$ cat src/rtl/cut_bist_pkg.sv
// cut_bist_pkg
// Shared types, constants and step functions for the CUT BIST controller
// and the MISR block.
//   state_t    : controller FSM states
//   LFSR_W     : stimulus LFSR width (9)
//   LFSR_TAPS  : Fibonacci taps for x^9 + x^5 + 1 (bits 8 and 4)
//   MISR_W     : signature register width (16)
//   MISR_POLY  : MISR feedback polynomial
//   misr_step  : one MISR clock of compaction for a 2-bit response
//   lfsr_step  : one LFSR advance
package cut_bist_pkg;

    typedef enum logic [2:0] {
        IDLE    = 3'd0,
        APPLY   = 3'd1,
        CAPTURE = 3'd2,
        COMPARE = 3'd3,
        DONE    = 3'd4
    } state_t;

    localparam int                LFSR_W    = 9;
    localparam logic [LFSR_W-1:0] LFSR_TAPS = 9'h110;

    localparam int                MISR_W    = 16;
    localparam logic [MISR_W-1:0] MISR_POLY = 16'h1021;

    // Shift left, fold the outgoing MSB back through the polynomial,
    // then XOR the response into the two LSBs.
    function automatic logic [MISR_W-1:0] misr_step(input logic [MISR_W-1:0] cur,
                                                     input logic [1:0]        resp);
        logic [MISR_W-1:0] shifted;
        shifted = {cur[MISR_W-2:0], 1'b0};
        if (cur[MISR_W-1]) begin
            shifted = shifted ^ MISR_POLY;
        end
        return shifted ^ {{(MISR_W-2){1'b0}}, resp};
    endfunction

    // Feedback bit is the parity of the tapped bits, shifted in at the LSB.
    function automatic logic [LFSR_W-1:0] lfsr_step(input logic [LFSR_W-1:0] cur);
        return {cur[LFSR_W-2:0], ^(cur & LFSR_TAPS)};
    endfunction

endpackage

$ cat src/rtl/cut_bist_misr.sv
// cut_bist_misr
// Multiple-input signature register compacting a 2-bit CUT response.
// Ports:
//   clk   in   clock, rising edge
//   rst   in   asynchronous active-high reset (signature -> 0)
//   clr   in   synchronous clear, wins over en
//   en    in   compact resp into the signature this edge
//   resp  in   2-bit response {f[1], f[0]}
//   sig   out  current signature
module cut_bist_misr
    import cut_bist_pkg::*;
(
    input  logic              clk,
    input  logic              rst,
    input  logic              clr,
    input  logic              en,
    input  logic [1:0]        resp,
    output logic [MISR_W-1:0] sig
);

    always_ff @(posedge clk or posedge rst) begin
        if (rst) begin
            sig <= '0;
        end else if (clr) begin
            sig <= '0;
        end else if (en) begin
            sig <= misr_step(sig, resp);
        end
    end

endmodule

$ cat src/rtl/cut_bist_controller.sv
// cut_bist_controller
// BIST controller for a 9-input / 2-output combinational CUT. Applies
// LFSR vectors, holds each for SETTLE_CYCLES+1 cycles, compacts the CUT
// response into a MISR and compares the final signature to golden_sig.
// Ports:
//   clk         in   clock, rising edge
//   rst         in   asynchronous active-high reset
//   start       in   begin a run (sampled only in IDLE)
//   abort       in   cancel a run in progress
//   golden_sig  in   expected signature, sampled in COMPARE
//   cut_in      out  registered CUT stimulus {a[3:0], b, c, d[2:0]}
//   cut_out     in   CUT response {f[1], f[0]}
//   busy        out  run in progress (any state but IDLE)
//   done        out  one-cycle verdict-valid pulse
//   pass        out  last verdict, held until the next start
//   signature   out  current MISR contents
//   pat_count   out  patterns captured in the current run
//   state_dbg   out  FSM state for observation
//
// Handshake: start and abort are single-cycle level requests sampled on
// the rising edge. start is honoured only in IDLE (and beats abort there);
// abort in any other state returns to IDLE on the next edge without a done
// pulse and clears pass. There is no back-pressure.
module cut_bist_controller
    import cut_bist_pkg::*;
#(
    parameter int          N_PATTERNS    = 256,
    parameter int          SETTLE_CYCLES = 1,
    parameter logic [8:0]  LFSR_SEED     = 9'h001
) (
    input  logic        clk,
    input  logic        rst,
    input  logic        start,
    input  logic        abort,
    input  logic [15:0] golden_sig,
    output logic [8:0]  cut_in,
    input  logic [1:0]  cut_out,
    output logic        busy,
    output logic        done,
    output logic        pass,
    output logic [15:0] signature,
    output logic [8:0]  pat_count,
    output logic [2:0]  state_dbg
);

    // An all-zero seed would lock the LFSR, so it is replaced by 1.
    localparam logic [8:0] SEED_EFF    = (LFSR_SEED == 9'h000) ? 9'h001 : LFSR_SEED;
    localparam logic [8:0] LAST_PAT    = 9'(N_PATTERNS - 1);
    localparam logic [3:0] SETTLE_LAST = 4'(SETTLE_CYCLES);

    state_t      state;
    state_t      state_nxt;
    logic [8:0]  lfsr;
    logic [3:0]  settle;
    logic        start_run;
    logic        capture_en;
    logic        last_pat;

    assign last_pat = (pat_count == LAST_PAT);

    // ---------------- FSM state register ----------------
    always_ff @(posedge clk or posedge rst) begin
        if (rst) begin
            state <= IDLE;
        end else begin
            state <= state_nxt;
        end
    end

    // ---------------- FSM next state / strobes ----------------
    always_comb begin
        state_nxt  = state;
        start_run  = 1'b0;
        capture_en = 1'b0;
        case (state)
            IDLE: begin
                if (start) begin
                    state_nxt = APPLY;
                    start_run = 1'b1;
                end
            end
            APPLY: begin
                if (abort) begin
                    state_nxt = IDLE;
                end else if (settle == SETTLE_LAST) begin
                    state_nxt = CAPTURE;
                end
            end
            CAPTURE: begin
                if (abort) begin
                    state_nxt = IDLE;
                end else begin
                    capture_en = 1'b1;
                    state_nxt  = last_pat ? COMPARE : APPLY;
                end
            end
            COMPARE: begin
                state_nxt = abort ? IDLE : DONE;
            end
            DONE: begin
                state_nxt = IDLE;
            end
            default: begin
                state_nxt = IDLE;
            end
        endcase
    end

    // State-decoded outputs: nothing here depends on cut_out.
    assign busy      = (state != IDLE);
    assign done      = (state == DONE);
    assign state_dbg = state;

    // ---------------- Datapath registers ----------------
    always_ff @(posedge clk or posedge rst) begin
        if (rst) begin
            lfsr      <= '0;
            cut_in    <= '0;
            pat_count <= '0;
            settle    <= '0;
            pass      <= 1'b0;
        end else if (start_run) begin
            lfsr      <= SEED_EFF;
            cut_in    <= SEED_EFF;
            pat_count <= '0;
            settle    <= '0;
            pass      <= 1'b0;
        end else if (abort && (state != IDLE)) begin
            // cut_in, pat_count and lfsr keep their last values.
            settle <= '0;
            pass   <= 1'b0;
        end else begin
            case (state)
                APPLY: begin
                    if (settle != SETTLE_LAST) begin
                        settle <= settle + 4'd1;
                    end
                end
                CAPTURE: begin
                    lfsr      <= lfsr_step(lfsr);
                    pat_count <= pat_count + 9'd1;
                    settle    <= '0;
                    // cut_in only moves when re-entering APPLY, so after the
                    // final pattern it keeps showing the last applied vector.
                    if (!last_pat) begin
                        cut_in <= lfsr_step(lfsr);
                    end
                end
                COMPARE: begin
                    pass <= (signature == golden_sig);
                end
                default: begin
                end
            endcase
        end
    end

    // ---------------- Signature register ----------------
    cut_bist_misr u_misr (
        .clk  (clk),
        .rst  (rst),
        .clr  (start_run),
        .en   (capture_en),
        .resp (cut_out),
        .sig  (signature)
    );

endmodule

$ cat config.mk
export PLATFORM = sky130hd
export DESIGN_NAME = cut_bist_controller
export DESIGN_NICKNAME = d
export VERILOG_FILES = /design/src/rtl/cut_bist_pkg.sv /design/src/rtl/cut_bist_misr.sv /design/src/rtl/cut_bist_controller.sv
export SDC_FILE = /design/constraint.sdc
export NUM_CORES = 1
export LEC_CHECK = 0
export ABC_CLOCK_PERIOD_IN_PS = 3900
export CAP_MARGIN = 20
export CORE_ASPECT_RATIO = 1.4
export CORE_MARGIN = 4
export CORE_UTILIZATION = 55
export CTS_BUF_LIST = sky130_fd_sc_hd__clkbuf_2 sky130_fd_sc_hd__clkbuf_4 sky130_fd_sc_hd__clkbuf_8
export DETAILED_ROUTE_END_ITERATION = 10
export GPL_TIMING_DRIVEN = 1
export PLACE_DENSITY = 0.88
export SYNTH_ARGS = -nofsm -noshare
export SYNTH_HDL_FRONTEND = slang
export SYNTH_SLANG_ARGS = --single-unit
$ cat constraint.sdc
create_clock -name clk -period 3.9 [get_ports clk]
set_input_delay 0.78 -clock clk [delete_from_list [all_inputs] [get_ports clk]]
set_output_delay 0.78 -clock clk [all_outputs]
set_load 0.02 [all_outputs]
# [After elaboration in Yosys (flattened, before gate mapping)]
# Index checks and enable logic that the tools add are counted.
[totals] register_bits=51 latchBits=0 ramBits=0 mem_bits_ro=0 inputBits=22 output_inout_bits=40 word_cells=69 n_memories=0
[op_classes] add_sub_neg=2 multipliers=0 div_mod_pow=0 magnitude_cmp=0 n_eq_ne=13 n_shift=0 muxes=33 bitwise_logic=2 n_reduce_logical=12
[ops] op="9-bit two-way mux" count=10
[ops] op="16-bit two-way mux" count=4
[ops] op="16-bit == test" count=1
[ops] op="16-bit by 2-bit bitwise XOR with 16-bit output" count=1
[ops] op="13-bit two-way mux" count=1
[ops] op="3-bit two-way mux" count=4
[ops] op="4-bit two-way mux" count=3
[ops] op="3-bit case mux with 4 select lines" count=1
[ops] op="9-bit by 1-bit adder with 9-bit output (second input constant)" count=1
[ops] op="9-bit by 8-bit == test with 1-bit output (second input constant)" count=1
[ops] op="9-bit XOR reduction" count=1
[ops] op="4-bit case mux with 2 select lines" count=1
[ops] op="1-bit two-way mux" count=7
[ops] op="3-bit by 2-bit == test with 1-bit output (second input constant)" count=2
[ops] op="2-bit != test (second input constant)" count=3
[ops] op="2-bit AND reduction" count=3
[ops] op="3-bit nonzero test" count=2
[ops] op="4-bit by 1-bit adder with 4-bit output (second input constant)" count=1
[ops] op="4-bit by 1-bit == test with 1-bit output (second input constant)" count=1
[ops] op="2-bit two-way mux" count=2
[ops] op="4-bit by 1-bit != test with 1-bit output (second input constant)" count=1
[ops] op="4-bit != test (second input constant)" count=1
[ops] op="2-bit nonzero test" count=2
[ops] op="4-bit nonzero test" count=1
[ops] op="7 further kinds" count=7

# [Logic depth before layout (Yosys ltp)]
[logic_depth] word_depth=7 mapped_depth=8 ltp_nobuf=7

# [Hierarchy]
# From an unflattened synthesis, not the netlist that was laid out.
[unflattened] hier_cells=227 area_unflattened_um2=2517.4
[modules_own_cells] mod="cut_bist_controller" n_inst=1 cells_each=170 area_each_um2=1828.0 seq_area_each_um2=875.8
[modules_own_cells] mod="cut_bist_misr" n_inst=1 cells_each=57 area_each_um2=689.4 seq_area_each_um2=400.4

# [Worst setup path before layout]
# OpenSTA, ideal clock, no wires.
[synth_path] path_type="input to register" start="input port abort" end="register pat_count[5]" setup_ps=132 t_arrival_ps=1865 required_time_ps=3768 setup_slack_ps=1903 path_stages=6 n_path_buf=2 path_cell_list="or4b_4 > buf_6 > buf_6 > nor3_4 > xnor2_1 > nor2_2"
[synth_via] elab_chain_len=3
[synth_lines] item="start: declaration" line_no="cut_bist_controller.sv:34" text="input logic abort,"
[synth_lines] item="1-bit logical AND" line_no="cut_bist_controller.sv:128" text="end else if (abort && (state != IDLE)) begin"
[synth_lines] item="2-bit != test (no line)"
[synth_lines] item="2-bit AND reduction (no line)"
[synth_lines] item="end signal: assignment" line_no="cut_bist_controller.sv:141" text="pat_count <= pat_count + 9'd1;"
[synth_lines] item="end: declaration" line_no="cut_bist_controller.sv:42" text="output logic [8:0] pat_count,"
# No other way between the ends.
# A chain may end at the register's enable or synchronous reset.

# [Final worst setup path]
[layout_path] start="register state[0], in the netlist state_dbg[0]" end="output port busy"
[layout_via] elab_chain_len=1
[layout_lines] item="start: declaration" line_no="cut_bist_controller.sv:51" text="state_t state;"
[layout_lines] item="start signal: assignment" line_no="cut_bist_controller.sv:66" text="state <= state_nxt;"
[layout_lines] item="3-bit nonzero test" line_no="cut_bist_controller.sv:110" text="assign busy = (state != IDLE);"
[layout_lines] item="end: declaration" line_no="cut_bist_controller.sv:38" text="output logic busy,"
# No other way between the ends.

==> results list <==
- At the end of the flow, the number of nets in the layout was ~350.
- STA puts the critical path data required time at roughly 3100 ps.
* Clock period minus worst slack: 2580 ps
- Slew at the pin closest to its max-slew limit: roughly 790 ps
* Max Clock Skew: between 4 and 5 ps
- Area contributors post-synth: sky130_fd_sc_hd__dfrtp_1 (51%), sky130_fd_sc_hd__nand2_1 (9.9%), sky130_fd_sc_hd__xor2_1 (6.6%)
- Global-route track usage on met2: around 39%
- Setup repair after global routing missed its margin: no
- The clock passes through at most 2 buffers.
* Post-CTS Resized: 0
* Class of the worst hold path: register to register
* Share of the cycle needed by the critical path after routing: 66.2%
* Fraction of final layout cells with drive strength greater than 1: 7.45%
- After synthesis, flip-flops and latches occupy between 50% and 60% of the total area.
- Primary flip-flop cell chosen by synthesis mapping: sky130_fd_sc_hd__dfrtp_1
* Startpoint type of the worst setup path: register
- Of all cell types, the one taking the most synthesized area is sky130_fd_sc_hd__dfrtp_1.
- The core region is roughly 4300 µm².
- Per-cell via count in the routed design: 5.45
- In this run the power density over the cells is about 430 nW/µm².
* Critical path start-end classification: register to output pin
- Flop-to-flop setup slack: roughly 1800 ps
* Number of hold-slack violations in the final timing report: 0
- Cell with the largest stage delay on the worst path: sky130_fd_sc_hd__clkdlybuf4s50_1
* First-pass iteration count of the detailed router: 4
- Global route total overflow: 0
* Detailed placement HPWL: 4070 µm
* Portion of synthesized cell area occupied by the leading cell type: around half
- Number of global-route vias before repair: just over 2k
- At the end of the flow the core is filled with cells to 75.5%.
- Total routed wirelength: 5780 µm
* Syn-to-layout area delta: 29.7%
- First-iteration detailed-routing DRC count: 106
* TritonCTS clock tree: yes
* Peak supply drop: around 300 µV
* Cell-by-cell trace of the critical path: nor3_1 > inv_1 > clkdlybuf4s50_1
- Top Family by Delay on Critical Path: buffers and inverters
* Sink Count: 51
- The number of antenna diodes in the final layout is 0.
* Insertion delay to the later sink of the worst-skew pair: 310 ps
* Wire length of the first global-routing pass: 9780 µm
- The layer flagged by global routing as most heavily used is met2.
* # IOs: 62
- Met1 track demand over resource: a little over a quarter
- Async S/R FF share, synth: 100%
* Via count of the routed design: 2081
- The initialized floorplan defines 28 standard-cell rows.
- Global routing met3 resource utilization: roughly 4%
* Combined area of all synthesized cells: 2510 µm²
- In this run the clock root is driven by a sky130_fd_sc_hd__clkbuf_8.
- Delay of the slowest cell on the worst path: between 500 and 600 ps
- Based on the critical path, the design can be clocked at up to around 390 MHz.
- STA classifies the critical path endpoint as an output pin.
- Horizontal extent of the die: 65.1 µm
- After routing, the total negative slack on setup checks comes to 0 ps.
- For this run, the number of Yosys warnings is 0.
- RD Place Congestion: around 0.8
- Initial Util: 58.2%
* # port buffers: 61
- The number of clock buffers added by TritonCTS is 5.
- Initial antenna violation count: 0
* ANT nets after route: 0
- Drt drc: 0
* Largest net degree at the start of global routing: 52
- Crit path DAT: 1800 ps
* Count of max-cap constraint violations: 0
- Average wire per standard cell: between 15 and 20 µm
* Area occupied by multi-input gates: around 1100 µm²
- When the netlist entered floorplanning its net count stood at between 200 and 300.
- Setup violations remaining at the end of the flow were counted as 0.
- Floorplan die area: between 5000 and 6000 µm²
- Flip-flop and latch area: 1280 µm²
- FF+latch count, synth: just over 50
* Number of distinct library cell variants in the gate-level netlist after synthesis: 36
- The die is about 88 µm tall.
- Largest driver fanout on the critical path: 11
* Result of the run: complete, no violations
- Clock-pin slew on the worst setup and hold paths: roughly 100 ps
- Hold repair after CTS inserted 0 buffers.
- Headroom to the max-slew limit came out at between 40 and 50%.
* Mapped Cells: ~270
- A synthesized cell averages 9.43 µm².
* Leakage power of the design: around 1.4 nW
- The critical path contains buffers and inverters numbering 2 combined.
- Counting the fill cells in the layout gives about 310.
- Across every metal layer, demand over resource in global routing totals around 22%.
- H-tree depth reported by CTS: 2
- Yosys mapped a number of flops with a built-in enable equal to 0.
* Count of buffers added by post-CTS timing repair for setup: 0
- Total count of max-transition violations in the final report: 0
power by group:
part	total [W]	leakage [nW]	switching (W)	internal, W
clock	0.000329	0.0467	0.000196	0.000133
combinational	0.000430	0.645	0.000249	0.000181
sequential	0.000654	0.698	0.0000742	0.000579
final timing paths:
kind,from,endpoint,cells after the start
hold / removal,cut_in[3],cut_in[3],2
hold reg to reg,cut_in[3],cut_in[3],2
setup reg to reg,state_dbg[2],pat_count[7],4
min in group asynchronous,rst,lfsr[3],2
max in group asynchronous,rst,u_misr.sig[3],3
setup / recovery,state_dbg[0],busy,3
layout make-up:
cell class	instances	area share, %
flip-flops and latches	51	39.2
multi-input cells	192	34.6
repair buffers	64	20.1
well taps	60	2.31
clock buffers	5	2.12
clock inverters	3	0.846
inverters	7	0.808
synth_stat cells, types with 2 or more instances:
cell                       instances
sky130_fd_sc_hd__o21ai_1           3
sky130_fd_sc_hd__a31oi_1           2
sky130_fd_sc_hd__dfrtp_1          51
sky130_fd_sc_hd__nor3b_1           2
sky130_fd_sc_hd__xnor2_1           9
sky130_fd_sc_hd__buf_2             4
sky130_fd_sc_hd__nand3b_1          2
sky130_fd_sc_hd__nor4_1            5
sky130_fd_sc_hd__nor2_1            7
sky130_fd_sc_hd__nand4_1           3
sky130_fd_sc_hd__nand2_1          66
sky130_fd_sc_hd__xor2_1           19
sky130_fd_sc_hd__ha_1              4
sky130_fd_sc_hd__o21ai_0          20
sky130_fd_sc_hd__nand2b_1          2
sky130_fd_sc_hd__nand3_1           8
sky130_fd_sc_hd__nor3_1            2
sky130_fd_sc_hd__o211ai_1          2
sky130_fd_sc_hd__inv_1             7
sky130_fd_sc_hd__nor3_4            2
sky130_fd_sc_hd__nor2_2            4
sky130_fd_sc_hd__a21oi_1          18
sky130_fd_sc_hd__clkbuf_1          9
sky130_fd_sc_hd__buf_6             3
kinds of logic after synthesis:
family	after synthesis	synth area share [%]
buffers and inverters	23	4.54
AO/OA/AOI/OAI	49	10.6
adder cells (fa/ha/maj)	4	2.00
multiplexers	1	0.449
AND/OR/NAND/NOR	110	21.7
XOR/XNOR	28	9.78
flip-flops	51	50.9
flip-flops by register name, summed over array words and instances (netlist names):
register,cells
lfsr,9
u_misr.sig,16
cut_in,9
state_dbg,3
pass,1
settle,4
pat_count,9
placed cells by master (no fill, tap or decap), types with 6 or more instances in the layout:
master	n
sky130_fd_sc_hd__xor2_1	19
sky130_fd_sc_hd__dfrtp_1	51
sky130_fd_sc_hd__xnor2_1	9
sky130_fd_sc_hd__nand3_1	8
sky130_fd_sc_hd__nor2_1	7
sky130_fd_sc_hd__o21ai_0	20
sky130_fd_sc_hd__nand2_1	66
sky130_fd_sc_hd__a21oi_1	18
sky130_fd_sc_hd__clkdlybuf4s50_1	61
sky130_fd_sc_hd__inv_1	6
metal layers:
layer	vias up	wire, µm
li1	994	-
met1	1006	2280
met2	66	3070
met3	15	236
met4	0	199
met5	-	0
metrics by stage:
step	cell area, µm²	std cells	hold WS (ps)	worst slack [ps]	power [W]
after floorplan	2510	266	471	1890	0.000923
after global placement	3130	373	502	1160	0.00108
after detailed placement	3130	373	499	1110	0.00109
after CTS	3230	381	537	1300	0.00142
after global routing	3250	382	565	1190	0.00149
final	3250	382	533	1320	0.00141
tightest hold or removal path: cells and delay by family, from the launching register on:
kind             cells  cell delay, ps
AND/OR/NAND/NOR      1              50
flip-flops           1             390
AO/OA/AOI/OAI        1              60
(Power assumes the default switching activity.)
==> edit (same settings) <==
Reset style: synchronous (`rst`), changed in 3 clocked blocks. Comments in the files are not updated.
--- a/src/rtl/cut_bist_misr.sv
+++ b/src/rtl/cut_bist_misr.sv
@@ -18,7 +18,7 @@
     output logic [MISR_W-1:0] sig
 );
 
-    always_ff @(posedge clk or posedge rst) begin
+    always_ff @(posedge clk) begin
         if (rst) begin
             sig <= '0;
         end else if (clr) begin
--- a/src/rtl/cut_bist_controller.sv
+++ b/src/rtl/cut_bist_controller.sv
@@ -59,7 +59,7 @@
     assign last_pat = (pat_count == LAST_PAT);
 
     // ---------------- FSM state register ----------------
-    always_ff @(posedge clk or posedge rst) begin
+    always_ff @(posedge clk) begin
         if (rst) begin
             state <= IDLE;
         end else begin
@@ -112,7 +112,7 @@
     assign state_dbg = state;
 
     // ---------------- Datapath registers ----------------
-    always_ff @(posedge clk or posedge rst) begin
+    always_ff @(posedge clk) begin
         if (rst) begin
             lfsr      <= '0;
             cut_in    <= '0;
Check against the original RTL: differs if rst is asserted again (counterexample within 4 cycles, from zero or initial values and one cycle with rst high); with rst held inactive, the same outputs for 10 cycles.
==> edit against the unedited design <==
Design area fell by 9.2%; clock skew rose by 0.0018 ns; worst setup slack got worse by 0.090 ns; register-to-register slack got worse by 0.10 ns; sequential cell count did not move; synthesized cell count fell by 0.75%; synthesized area fell by 11%; cell count fell by 4.5%; wire length fell by 11%.
Power is not compared: it rests on default switching activity, and its combinational part moved more than twofold at a synthesized area within 25%.
==> edit: results (changes against the unedited design) <==
[yosys]
synthTopCellsByCount=nand2_1, dfxtp_1, a21oi_1, nor2_1, xor2_1  ; was nand2_1, dfrtp_1, o21ai_0, xor2_1, a21oi_1
yosysUniqueCellTypes=30  ; was 36
syn_nets=290  ; was 292
async_flop_share_pct=0  ; was 100.0%
yosysSeqAreaShare_pct=45.79  ; was 50.90%
synthTopCellsByArea=dfxtp_1, nand2_1, a21oi_1, xor2_1, xnor2_1  ; was dfrtp_1, nand2_1, xor2_1, o21ai_0, a21oi_1
syn_area_per_cell_sq_um=8.446  ; was 9.426 sq um
yosys_warnings=0  ; unchanged

[routing]
routedWlPerCell_um=14.06  ; was 15.12 um
drt_iter0_markers=66  ; was 106
routed_via_density=5.477  ; was 5.448

[cells_and_area]
layout-drive-gt1-share_pct=4.658  ; was 7.453%
instances_no_fill=365  ; was 382

[grt]
grt_pass1_vias=1950  ; was 2,074
grt_max_degree=31  ; was 52
grt_usage_pct=21.39  ; was 22.32%
grt_pass1_wl_um=8569  ; was 9777 um

[placement]
dp_cells=357  ; was 373
gp_congestion=0.8333  ; was 0.7824
hpwl_um=3729  ; was 4065 um
pre_cts_ws_ns=1.207  ; was 1.108 ns

[cts]
clock_path_buffers=2  ; unchanged
cts_max_level=2  ; unchanged

[worst_setup_path]
arrival_ns=1.89  ; was 1.80 ns
crit_fanout=9  ; was 11
crit_path_max_incr_delay_ns=0.57  ; was 0.55 ns

[timing]
fin_skew_ns=0.006293  ; was 0.004448 ns
worst_pin_slew_ns=0.8599  ; was 0.7856 ns

[power]
ir_drop_v=0.0003507
intPower_mw=0.7392

[status]
status=finished, final reports clean  ; unchanged

edit: routing by layer:
metal  routed length, um  global-route usage (%)  vias up
met1                2092                   26.34      945
met4                  61                   6.178        0
li1                    -                       -      994
met3                 234                   4.199        5
met5                   0                       0        -
met2                2741                   36.32       55
edit: final timing paths:
path                start             to  slack, ns  cells past startpoint
max          state_dbg[2]           busy       1.23                      3
min reg2reg     cut_in[8]      cut_in[8]       0.46                      2
max reg2reg  state_dbg[2]  u_misr.sig[5]       1.74                      4
min             cut_in[8]      cut_in[8]       0.46                      2
edit: area by class of cell:
class | instances | area (sq um)
clock buffer | 8 | 103.9
timing repair buffer | 64 | 633.1
inverter | 4 | 15.01
sequential | 51 | 1021
multi-input combinational | 195 | 1126
fill | 274 | 965.9
tap | 43 | 53.80
edit: worst min-delay path, delay by kind of cell, from the launching register on:
kind | cells | cell delay (ns)
compound gates | 1 | 0.05
flops | 1 | 0.32
simple gates | 1 | 0.05
edit: metrics by stage:
stage	util (%)	area, sq um
6_report	75.35	2953
3_3_place_gp	72.70	2849
2_1_floorplan	-	2230
3_5_place_dp	72.70	2849
5_1_grt	75.35	2953
4_1_cts	75.35	2953
edit: power by group through the flow:
stage | registers [mW] | clock network [mW] | logic, mW
6_report | 0.533 | 0.332 | 0.0901
5_1_grt | 0.534 | 0.359 | 0.0991
4_1_cts | 0.533 | 0.339 | 0.0907
3_5_place_dp | 0.545 | 0 | 0.0897
3_3_place_gp | 0.545 | 0 | 0.0889
2_1_floorplan | 0.546 | 0 | 0.0463
edit: cell families (layout without fill, tap and decap cells):
kind of cell / count (synthesis) / in the layout / share of synthesized area, %
multiplexers: 1 / 1 / 0.5050
flip-flops: 51 / 51 / 45.79
AO/OA/AOI/OAI: 48 / 48 / 13.13
AND/OR/NAND/NOR: 113 / 113 / 23.23
adder cells (fa/ha/maj): 4 / 4 / 2.245
buffers and inverters: 18 / 76 / 3.704
XOR/XNOR: 29 / 29 / 11.39
